File: src/rtl/renode_input_event_queue.sv
// GPIO change-event queue: each monitored line that differs from its last reported level
// is queued as {index, level} in a first-word-fall-through FIFO, lowest index first.
// Optional build macro RENODE_INPUT_SYNC_EN adds a 2-flop synchronizer ahead of sampling.
module renode_input_event_queue #(
   parameter int InputsCount = 1,
   parameter int FifoDepth   = 8,
   localparam int IdxW = (InputsCount > 1) ? $clog2(InputsCount) : 1,
   localparam int PtrW = $clog2(FifoDepth),
   localparam int CntW = $clog2(FifoDepth + 1)
) (
   input  logic                   clk,
   input  logic                   rst_n,
   input  logic [InputsCount-1:0] inputs,
   input  logic                   flush,
   output logic                   event_valid,
   input  logic                   event_ready,
   output logic [IdxW-1:0]        event_index,
   output logic                   event_value,
   output logic [CntW-1:0]        event_count
);

   logic [InputsCount-1:0] sampled_q;
   logic [InputsCount-1:0] lastReported_q, lastReported_d;
   logic [InputsCount-1:0] pending;
   logic [PtrW-1:0]        wrPtr_q, wrPtr_d;
   logic [PtrW-1:0]        rdPtr_q, rdPtr_d;
   logic [CntW-1:0]        count_q, count_d;
   logic [IdxW-1:0]        memIdx_q [FifoDepth];
   logic                   memVal_q [FifoDepth];

   logic            anyPending;
   logic [IdxW-1:0] selIdx;
   logic            selValue;
   logic            full;
   logic            push;
   logic            pop;

`ifdef RENODE_INPUT_SYNC_EN
   logic [InputsCount-1:0] sync_q;

   always_ff @(posedge clk or negedge rst_n) begin
      if (!rst_n) begin
         sync_q    <= '0;
         sampled_q <= '0;
      end else begin
         sync_q    <= inputs;
         sampled_q <= sync_q;
      end
   end
`else
   always_ff @(posedge clk or negedge rst_n) begin
      if (!rst_n) begin
         sampled_q <= '0;
      end else begin
         sampled_q <= inputs;
      end
   end
`endif

   assign pending = sampled_q ^ lastReported_q;

   // Scan downwards so the lowest pending index is the one left selected.
   always_comb begin
      anyPending = 1'b0;
      selIdx     = '0;
      selValue   = 1'b0;
      for (int i = InputsCount - 1; i >= 0; i--) begin
         if (pending[i]) begin
            anyPending = 1'b1;
            selIdx     = IdxW'(i);
            selValue   = sampled_q[i];
         end
      end
   end

   assign full        = (count_q == CntW'(FifoDepth));
   assign event_valid = (count_q != '0);
   assign pop         = event_valid & event_ready & ~flush;
   assign push        = anyPending & (~full | pop) & ~flush;

   // Flush discards the queue and treats the current levels as already reported.
   always_comb begin
      count_d        = count_q;
      wrPtr_d        = wrPtr_q;
      rdPtr_d        = rdPtr_q;
      lastReported_d = lastReported_q;
      if (flush) begin
         count_d        = '0;
         wrPtr_d        = '0;
         rdPtr_d        = '0;
         lastReported_d = sampled_q;
      end else begin
         if (push) begin
            wrPtr_d                = wrPtr_q + PtrW'(1);
            lastReported_d[selIdx] = selValue;
         end
         if (pop) begin
            rdPtr_d = rdPtr_q + PtrW'(1);
         end
         case ({push, pop})
            2'b10:   count_d = count_q + CntW'(1);
            2'b01:   count_d = count_q - CntW'(1);
            default: count_d = count_q;
         endcase
      end
   end

   always_ff @(posedge clk or negedge rst_n) begin
      if (!rst_n) begin
         count_q        <= '0;
         wrPtr_q        <= '0;
         rdPtr_q        <= '0;
         lastReported_q <= '0;
      end else begin
         count_q        <= count_d;
         wrPtr_q        <= wrPtr_d;
         rdPtr_q        <= rdPtr_d;
         lastReported_q <= lastReported_d;
      end
   end

   always_ff @(posedge clk or negedge rst_n) begin
      if (!rst_n) begin
         for (int i = 0; i < FifoDepth; i++) begin
            memIdx_q[i] <= '0;
            memVal_q[i] <= 1'b0;
         end
      end else if (push) begin
         memIdx_q[wrPtr_q] <= selIdx;
         memVal_q[wrPtr_q] <= selValue;
      end
   end

   assign event_index = memIdx_q[rdPtr_q];
   assign event_value = memVal_q[rdPtr_q];
   assign event_count = count_q;

endmodule

File: config.mk
export PLATFORM = sky130hd
export DESIGN_NAME = renode_input_event_queue
export DESIGN_NICKNAME = d
export VERILOG_FILES = /design/src/rtl/renode_input_event_queue.sv
export SDC_FILE = /design/constraint.sdc
export NUM_CORES = 1
export LEC_CHECK = 0
export CAP_MARGIN = 10
export CORE_UTILIZATION = 60
export DETAILED_ROUTE_END_ITERATION = 16
export PLACE_DENSITY = 0.94
export SYNTH_ARGS = -nofsm -noshare
export SYNTH_HDL_FRONTEND = slang
export SYNTH_SLANG_ARGS = --single-unit
File: constraint.sdc
create_clock -name clk -period 4.5 [get_ports clk]
set_clock_uncertainty 0.1 [all_clocks]
set_input_delay 0.9 -clock clk [delete_from_list [all_inputs] [get_ports clk]]
set_output_delay 0.9 -clock clk [all_outputs]
set_load 0.1 [all_outputs]
; ---- After elaboration in Yosys (flattened, before gate mapping)
; Index checks and enable logic that the tools add are counted.
[classes]
reduce_logical = 5
addsub = 4
bitwise = 12
eq_ne = 3
n_mux = 19
n_lt_le_gt_ge = 3
[ops]
columns = operator, count
row1 = $mux W3, 4
row2 = $mux W1, 9
row3 = $and A8 B8 Y8, 1
row4 = $bwmux W8, 1
row5 = $ge A4 B4 Y1 const B, 2
row6 = $not A3 Y4, 2
row7 = $not A8 Y8, 1
row8 = $pmux W4 S2, 1
row9 = $add A3 B1 Y3 const B, 2
row10 = $bmux W1 S3, 2
row11 = $add A4 B1 Y4 const B, 1
row12 = $and A1 B1 Y1, 4
row13 = $eq A4 B4 Y1 const B, 1
row14 = $lt A4 B1 Y1 const B, 1
row15 = $mux W4, 1
row16 = $reduce_bool A2 Y1, 2
row17 = $reduce_bool A4 Y1, 1
row18 = $sub A4 B1 Y4 const B, 1
row19 = $demux W1 S3, 1
row20 = $reduce_bool A3 Y1, 1
row21 = $eq A2 B1 Y1 const B, 1
row22 = $eq A2 B2 Y1 const B, 1
row23 = $not A1 Y1, 2
row24 = $logic_and A1 B1 Y1, 1
row25 = 2 further kinds, 2
[word_totals]
input_bits = 5
out_inout_bits = 7
word_cells = 67
reg_bits = 28

; ---- Logic depth before layout (Yosys ltp)
; Gate-level depths: netlist of the first run.
[depth]
depth_word = 9
ltp_mapped = 9
mapped_depth_nobuf = 9

; ---- Worst setup path after synthesis of the first run
; OpenSTA, ideal clock, no wires.
[synth_timing]
path_type = register -> register
startpoint = reg count_q[0], in the netlist event_count[0]
endpoint = reg count_q[3], in the netlist event_count[3]
setup_ps = 136
t_required_ps = 4264
stages_incl_launch_ff = 10
arrival_ps = 2837
synth_period_minus_slack_ps = 3073
slack_ps = 1427
path_cell_list = dfrtp_1 or3_1 buf_6 o21ai_1 nor3_1 ha_1 nand3_1 a211o_1 a32oi_1 a21oi_1
[synth_between]
elab_chain_cells = 9
elab_cells_between_ends = 15
classes_between = 2 x add/sub / 3 x eq/ne / 2 x mux / 6 x bitwise / 2 x reduce/logical
[synth_rtl]
columns = item, line_no
row1 = from (decl), 27  ; logic [CntW-1:0] count_q, count_d;
row2 = from (signal assigned), 115  ; count_q <= count_d;
row3 = $reduce_bool A4 Y1, 77  ; assign event_valid = (count_q != '0);
row4 = $and A1 B1 Y1 (2 in series), 78  ; assign pop = event_valid & event_ready & ~flush;
row5 = $or A1 B1 Y1, 79  ; assign push = anyPending & (~full | pop) & ~flush;
row6 = $and A1 B1 Y1 (2 in series), 79
row7 = $eq A2 B1 Y1 / $eq A2 B2 Y1 (equally long branches), 100  ; case ({push, pop})
row8 = $pmux W4 S2, 100
row9 = $mux W4, 87  ; if (flush) begin
; Several ways; a longest one is shown, not always the timed one.
; A chain may end at the register's enable or synchronous reset.

; ---- Worst setup path after layout of the first run
[layout_timing]
startpoint = reg rdPtr_q[0]
endpoint = out event_value
[layout_between]
elab_chain_cells = 4
[layout_rtl]
columns = item, line_no
row1 = from (decl), 26  ; logic [PtrW-1:0] rdPtr_q, rdPtr_d;
row2 = from (signal assigned), 117  ; rdPtr_q <= rdPtr_d;
row3 = $not A3 Y4 (implied by the code), 135  ; assign event_value = memVal_q[rdPtr_q];
row4 = $bmux W1 S3, 135
row5 = $mux W1 (implied by the code) (2 in series), 135
row6 = to (decl), 18  ; output logic event_value,
; Every way passes these cells. The select of a mux whose other input is x is not followed.

==> results of run 1 <==
per-layer routing:
metal / GRT usage / share of wire / vias up
li1: - / - / 497
met1: 0.3405 / 0.45 / 520
met2: 0.4359 / 0.51 / 21
met3: 0.02632 / 0.023 / 4
met4: 0.1036 / 0.016 / 0
met5: 0 / 0 / -
sequential cells by signal (all words and copies together) (netlist names):
signal / cells
memIdx_q: 8
lastReported_q: 1
event_count: 4
rdPtr_q: 3
wrPtr_q: 3
memVal_q: 8
sampled_q: 1
through the flow:
stage | util | setup WS [ns] | power (mW) | instances | instance area (µm²)
after detailed placement | 0.7147 | 0.9199 | 0.9277 | 165 | 1627
after CTS | 0.7246 | 0.7810 | 1.027 | 168 | 1649
after global placement | 0.7147 | 1.056 | 0.9050 | 165 | 1627
final | 0.7312 | 0.7962 | 1.027 | 169 | 1664
after global routing | 0.7312 | 0.7041 | 1.083 | 169 | 1664
after floorplan | - | 1.427 | 0.8210 | 130 | 1498
synthesized netlist by cell type, types with 3 or more instances:
| master | instances | area share |
|---|---|---|
| dfrtp_1 | 28 | 0.47 |
| nor2_1 | 13 | 0.033 |
| a21oi_1 | 6 | 0.020 |
| mux2_2 | 6 | 0.045 |
| nor3_1 | 6 | 0.020 |
| ha_1 | 5 | 0.042 |
| nor2b_1 | 5 | 0.021 |
| clkbuf_1 | 4 | 0.010 |
| inv_1 | 4 | 0.010 |
| mux2_1 | 4 | 0.030 |
| mux4_2 | 4 | 0.060 |
| xnor2_1 | 4 | 0.023 |
| and2b_1 | 3 | 0.015 |
| mux2i_1 | 3 | 0.020 |
| nand2_1 | 3 | 0.0075 |
| nand3_1 | 3 | 0.010 |
| o21ai_0 | 3 | 0.010 |
worst paths after layout:
check | end | slack, ns | depth (start not counted)
hold / removal | memIdx_q[2] | 0.41 | 1
hold reg to reg | memIdx_q[2] | 0.41 | 1
setup reg to reg | event_count[3] | 1.66 | 8
setup / recovery | event_value | 0.80 | 3
min in group asynchronous | event_count[1] | 0.87 | 1
max in group asynchronous | memVal_q[7] | 2.92 | 2
power breakdown:
part	internal [mW]	leakage (nW)	switching (mW)
clock network	0.0313	0.0138	0.0668
logic	0.181	0.367	0.382
registers	0.296	0.378	0.0685
total	0.509	0.759	0.517
final cells by class:
cell class	count	area share
multi-input cells	92	0.4511
flip-flops and latches	28	0.4211
repair buffers	14	0.08421
well taps	28	0.02105
clock buffers	3	0.01353
inverters	4	0.009023
cells by family (layout without fill, tap and decap cells):
family | count (synthesis) | count (layout) | synth area share
AO/OA/AOI/OAI | 21 | 21 | 0.1003
XOR/XNOR | 6 | 6 | 0.03509
adder cells (fa/ha/maj) | 6 | 6 | 0.05514
buffers and inverters | 10 | 21 | 0.03090
flip-flops | 28 | 28 | 0.4678
multiplexers | 17 | 17 | 0.1554
AND/OR/NAND/NOR | 42 | 42 | 0.1554
cells in the final DEF (no fill, tap or decap), types with 2 or more instances in the layout:
cell,n
ha_1,5
inv_1,4
mux2_2,6
nand3_1,3
xor2_1,2
dfrtp_1,28
a311oi_1,2
and2b_1,3
or3_1,2
o21ai_0,3
a21oi_1,6
mux2_1,4
nor2b_1,5
nor3_1,6
xnor2_1,4
nand2_1,3
nand2b_1,2
clkdlybuf4s50_1,11
buf_4,2
nand3b_1,2
nor2_1,13
clkbuf_4,3
mux2i_1,3
mux4_2,4
critical path, cell delays in order (launching register included):
cell and delay [ns]:
dfrtp_1 0.57, mux4_2 0.58, mux2_2 0.28, clkdlybuf4s50_1 0.96
==> metrics.md, run 1 <==
| Metric | Value |
|---|---|
| Max H-tree Level | `1` |
| Vias | `1,042` |
| RSZ-0062 raised after global routing | `no` |
| Layout cell share with drive strength beyond 1 | `0.1277` |
| DIE AREA | `2700 µm²` |
| Crit. Startpoint | `rdPtr_q[0]` |
| WHS | `0.4064 ns` |
| Avg WL per Cell | `16.73 µm` |
| Detailed Route Iter0 Violations | `26` |
| Multi-input logic area | `750.7 µm²` |
| Post-route ant nets | `0` |
| Initial Utilization | `0.6581` |
| Synth unique cells | `38` |
| Synth Warn # | `0` |
| Synth Flop Type | `dfrtp_1` |
| Die Ht | `51.96 µm` |
| Max Cap Viol | `0` |
| Mapped cell area | `1498 µm²` |
| Critical path class | `reg -> out` |
| Vias in the first global route | `1,106` |
| Via/cell ratio | `6.166` |
| Maximum VDD drop | `0.0005210 V` |
| Final-layout fill cell count | `160` |
| Final Hold Vio Count | `0` |
| Fraction of registers with async set/reset | `1.000` |
| Io pins | `12` |
| Max frequency | `270.0 MHz` |
| Initial antenna violation count | `0` |
| Hold buffer count at cts | `0` |
| Count of pins over their slew limit | `0` |
| Total CTS buffers | `3` |
| Bufs on Longest Clock Path | `2` |
| GRT Util Overall | `0.2588` |
| Flops & latches, synth | `28` |
| CP endpoint kind | `output pin` |
| Ant diodes | `0` |
| Max transition margin | `0.3540` |
| Area grow syn2layout | `11.11%` |
| Final Cycle Share | `0.8231` |
| Clock latency on the worst-skew pair | `0.32 ns` |
| Rows | `17` |
| Reg2reg start | `event_count[0]` |
| CTS tree | `done` |
| Post-CTS Resized | `0` |
| Cells after synthesis | `130` |
| Seq. cell area | `700.7 µm²` |
| Core area | `2276 µm²` |
| Setup TNS | `0 ns` |
| Minimum clock period | `3.704 ns` |
| DP HPWL | `2.134 mm` |
| Setup Buffers After CTS | `0` |
| WL final | `2.827 mm` |
| Buffers on Ports | `11` |
| Gp weighted congestion | `0.8945` |
| CP required | `3.50 ns` |
| Clock Sinks | `28` |
| P_leak | `0.7587 nW` |
| Post-synth EDFFs | `0` |
| Status | `completed` |
| Clk slew on worst S/H paths | `0.14 ns` |
| Register area share after synthesis | `0.4678` |
| Largest net degree at the start of global routing | `29` |
| Worst slew pin tran | `0.9660 ns` |
| Clk root buf | `clkbuf_4` |
| Synth Area per Inst | `11.52 µm²` |
| Die Width | `51.96 µm` |
| Worst Path Max Fanout | `6` |
| Power density over the cells | `616.9 nW/µm²` |
| Worst Hold Class | `reg -> reg` |
| Drt drc | `0` |
| First-pass GRT wire length | `5.016 mm` |
| Fin nets | `154` |
| Mapped Nets | `141` |
| Hold Crit Start | `memIdx_q[2]` |
| Setup crit start kind | `flop` |
| Grt ovf | `0` |
| Arrival @ worst endpoint | `2.70 ns` |
| Setup violators final | `0` |
| First drt pass iteration count | `4` |
Power figures use the tool's default switching activity.
==> inputs of run 2 (changes only) <==
--- a/config.mk
+++ b/config.mk
@@ -6,9 +6,9 @@
 export NUM_CORES = 1
 export LEC_CHECK = 0
 export CAP_MARGIN = 10
-export CORE_UTILIZATION = 60
+export CORE_UTILIZATION = 57
 export DETAILED_ROUTE_END_ITERATION = 16
-export PLACE_DENSITY = 0.94
+export PLACE_DENSITY = 0.9
 export SYNTH_ARGS = -nofsm -noshare
 export SYNTH_HDL_FRONTEND = slang
 export SYNTH_SLANG_ARGS = --single-unit
==> constraint.sdc (replaced) <==
create_clock -name clk -period 3.8 [get_ports clk]
set_clock_uncertainty 0.1 [all_clocks]
set_input_delay 0.76 -clock clk [delete_from_list [all_inputs] [get_ports clk]]
set_output_delay 0.76 -clock clk [all_outputs]
set_load 0.1 [all_outputs]
==> metrics.md, run 2 (synthesis gave the netlist of run 1 again) <==
| Metric | Value |
|---|---|
| Fin nets | `154` |
| R2r endpoint | `event_count[3]` |
| Largest stage delay, worst path | `0.98 ns` |
| Total CTS buffers | `3` |
| Setup violators final | `0` |
| Gp weighted congestion | `0.8766` |
| Most frequent cells in the layout | `dfrtp_1 (28), nor2_1 (13), clkdlybuf4s50_1 (9)` |
| Post-CTS Resized | `0` |
| Crit-path slowest cell | `clkdlybuf4s50_1` |
| Buffers on Ports | `11` |
| Worst slew pin tran | `0.9751 ns` |
| Max frequency | `312.4 MHz` |
| DIE AREA | `2837 µm²` |
| Critical path class | `reg -> out` |
| Hold Crit Start | `memIdx_q[2]` |
| Initial Utilization | `0.6045` |
| Setup crit start kind | `flop` |
| Final Cycle Share | `0.8422` |
| Setup TNS | `0 ns` |
| Clock latency on the worst-skew pair | `0.34 ns` |
| Hold buffer count at cts | `0` |
| Hold Crit Depth | `1` |
| Power density over the cells | `769.6 nW/µm²` |
| Final Hold Vio Count | `0` |
| Ant diodes | `0` |
| Fin util | `0.6798` |
| Status | `completed` |
| Worst Reg2Reg Path Length in Cells | `8` |
| Max H-tree Level | `1` |
| Die Width | `53.26 µm` |
| Drt drc | `0` |
| CP endpoint kind | `output pin` |
| CP required | `2.94 ns` |
| Clk slew on worst S/H paths | `0.16 ns` |
| Bufs on Longest Clock Path | `2` |
| DP HPWL | `2.116 mm` |
| Maximum VDD drop | `0.0007493 V` |
| FF-to-FF setup slack | `0.99 ns` |
| Max Cap Viol | `0` |
| CP cell instances | `nor3_1, nand2_1, clkdlybuf4s50_1` |
| GRT Util Overall | `0.2326` |
| WL final | `2.885 mm` |
| Die Ht | `53.26 µm` |
| Final WS setup | `0.5995 ns` |
| CTS tree | `done` |
| RSZ-0062 raised after global routing | `no` |
| Area grow syn2layout | `12.45%` |
| Largest net degree at the start of global routing | `29` |
| Post-layout instance area | `1684 µm²` |
| Detailed Route Iter0 Violations | `18` |
| Initial antenna violation count | `0` |
| Core area | `2477 µm²` |
| Via/cell ratio | `5.959` |
| Clock Sinks | `28` |
| Post-route ant nets | `0` |
| P_leak | `0.7737 nW` |
| First-pass GRT wire length | `4.567 mm` |
| Arrival @ worst endpoint | `2.34 ns` |
| First drt pass iteration count | `4` |
| Reg2reg start | `event_count[0]` |
| Setup Buffers After CTS | `0` |
| Minimum clock period | `3.201 ns` |
| Vias in the first global route | `994` |
| Io pins | `12` |
| Commonest non-fill, non-tap cell in the layout | `dfrtp_1` |
| Vias | `1,025` |
| Grt ovf | `0` |
| Rows | `18` |
| Hold endpoint | `memIdx_q[2]` |
| Max transition margin | `0.3479` |
| Clk root buf | `clkbuf_4` |
| Worst Path Max Fanout | `8` |
| Avg WL per Cell | `16.77 µm` |
| Worst Hold Class | `reg -> reg` |
| Pre-CTS setup slack | `0.6091 ns` |
| Layout cell share with drive strength beyond 1 | `0.1479` |
| Count of pins over their slew limit | `0` |
| Area post-placement | `1632 µm²` |
## run 2: power breakdown
| part | internal, mW | total, mW | switching (mW) | leakage, nW |
|---|---|---|---|---|
| registers | 0.351 | 0.434 | 0.0827 | 0.378 |
| clock network | 0.107 | 0.200 | 0.0932 | 0.0279 |
| logic | 0.211 | 0.663 | 0.451 | 0.367 |
## run 2: area by class of cell
| cell class | count | area, µm² |
|---|---|---|
| fill | 184 | 793.3 |
| multi-input combinational | 92 | 750.7 |
| sequential | 28 | 700.7 |
| timing repair buffer | 14 | 127.6 |
| tap | 30 | 37.54 |
| clock inverter | 1 | 30.03 |
| clock buffer | 3 | 22.52 |
| inverter | 4 | 15.01 |
## run 2: stage by stage
step | instances | hold WS [ns] | power (mW)
finish | 172 | 0.4065 | 1.296
global route | 172 | 0.4338 | 1.355
CTS | 172 | 0.4112 | 1.299
detailed placement | 168 | 0.3783 | 1.099
global placement | 168 | 0.3620 | 1.076
floorplan | 130 | 0.3517 | 0.9722
## run 2: worst max-delay path by stage
stage                               from              to  slack, ns  cells past startpoint
after CTS                 event_count[0]     event_valid       0.60                      3
after detailed placement     event_ready  event_count[3]       0.61                      9
after global routing      event_count[0]     event_valid       0.49                      3
after floorplan           event_count[0]  event_count[3]       0.73                      9
after global placement       event_ready  event_count[3]       0.74                      9
final                     event_count[0]     event_valid       0.60                      3
## run 2: routing by layer
metal  global-route usage  routed length, µm
met4               0.1184                 70
met3              0.02586                 82
met1               0.3033               1301
met2               0.3771               1431
met5                    0                  0
## run 2: critical path, delay by kind of cell, from the launching register on
kind / cells / cell delay, ns
buffers and inverters: 1 / 0.98
AND/OR/NAND/NOR: 2 / 0.52
flip-flops: 1 / 0.50
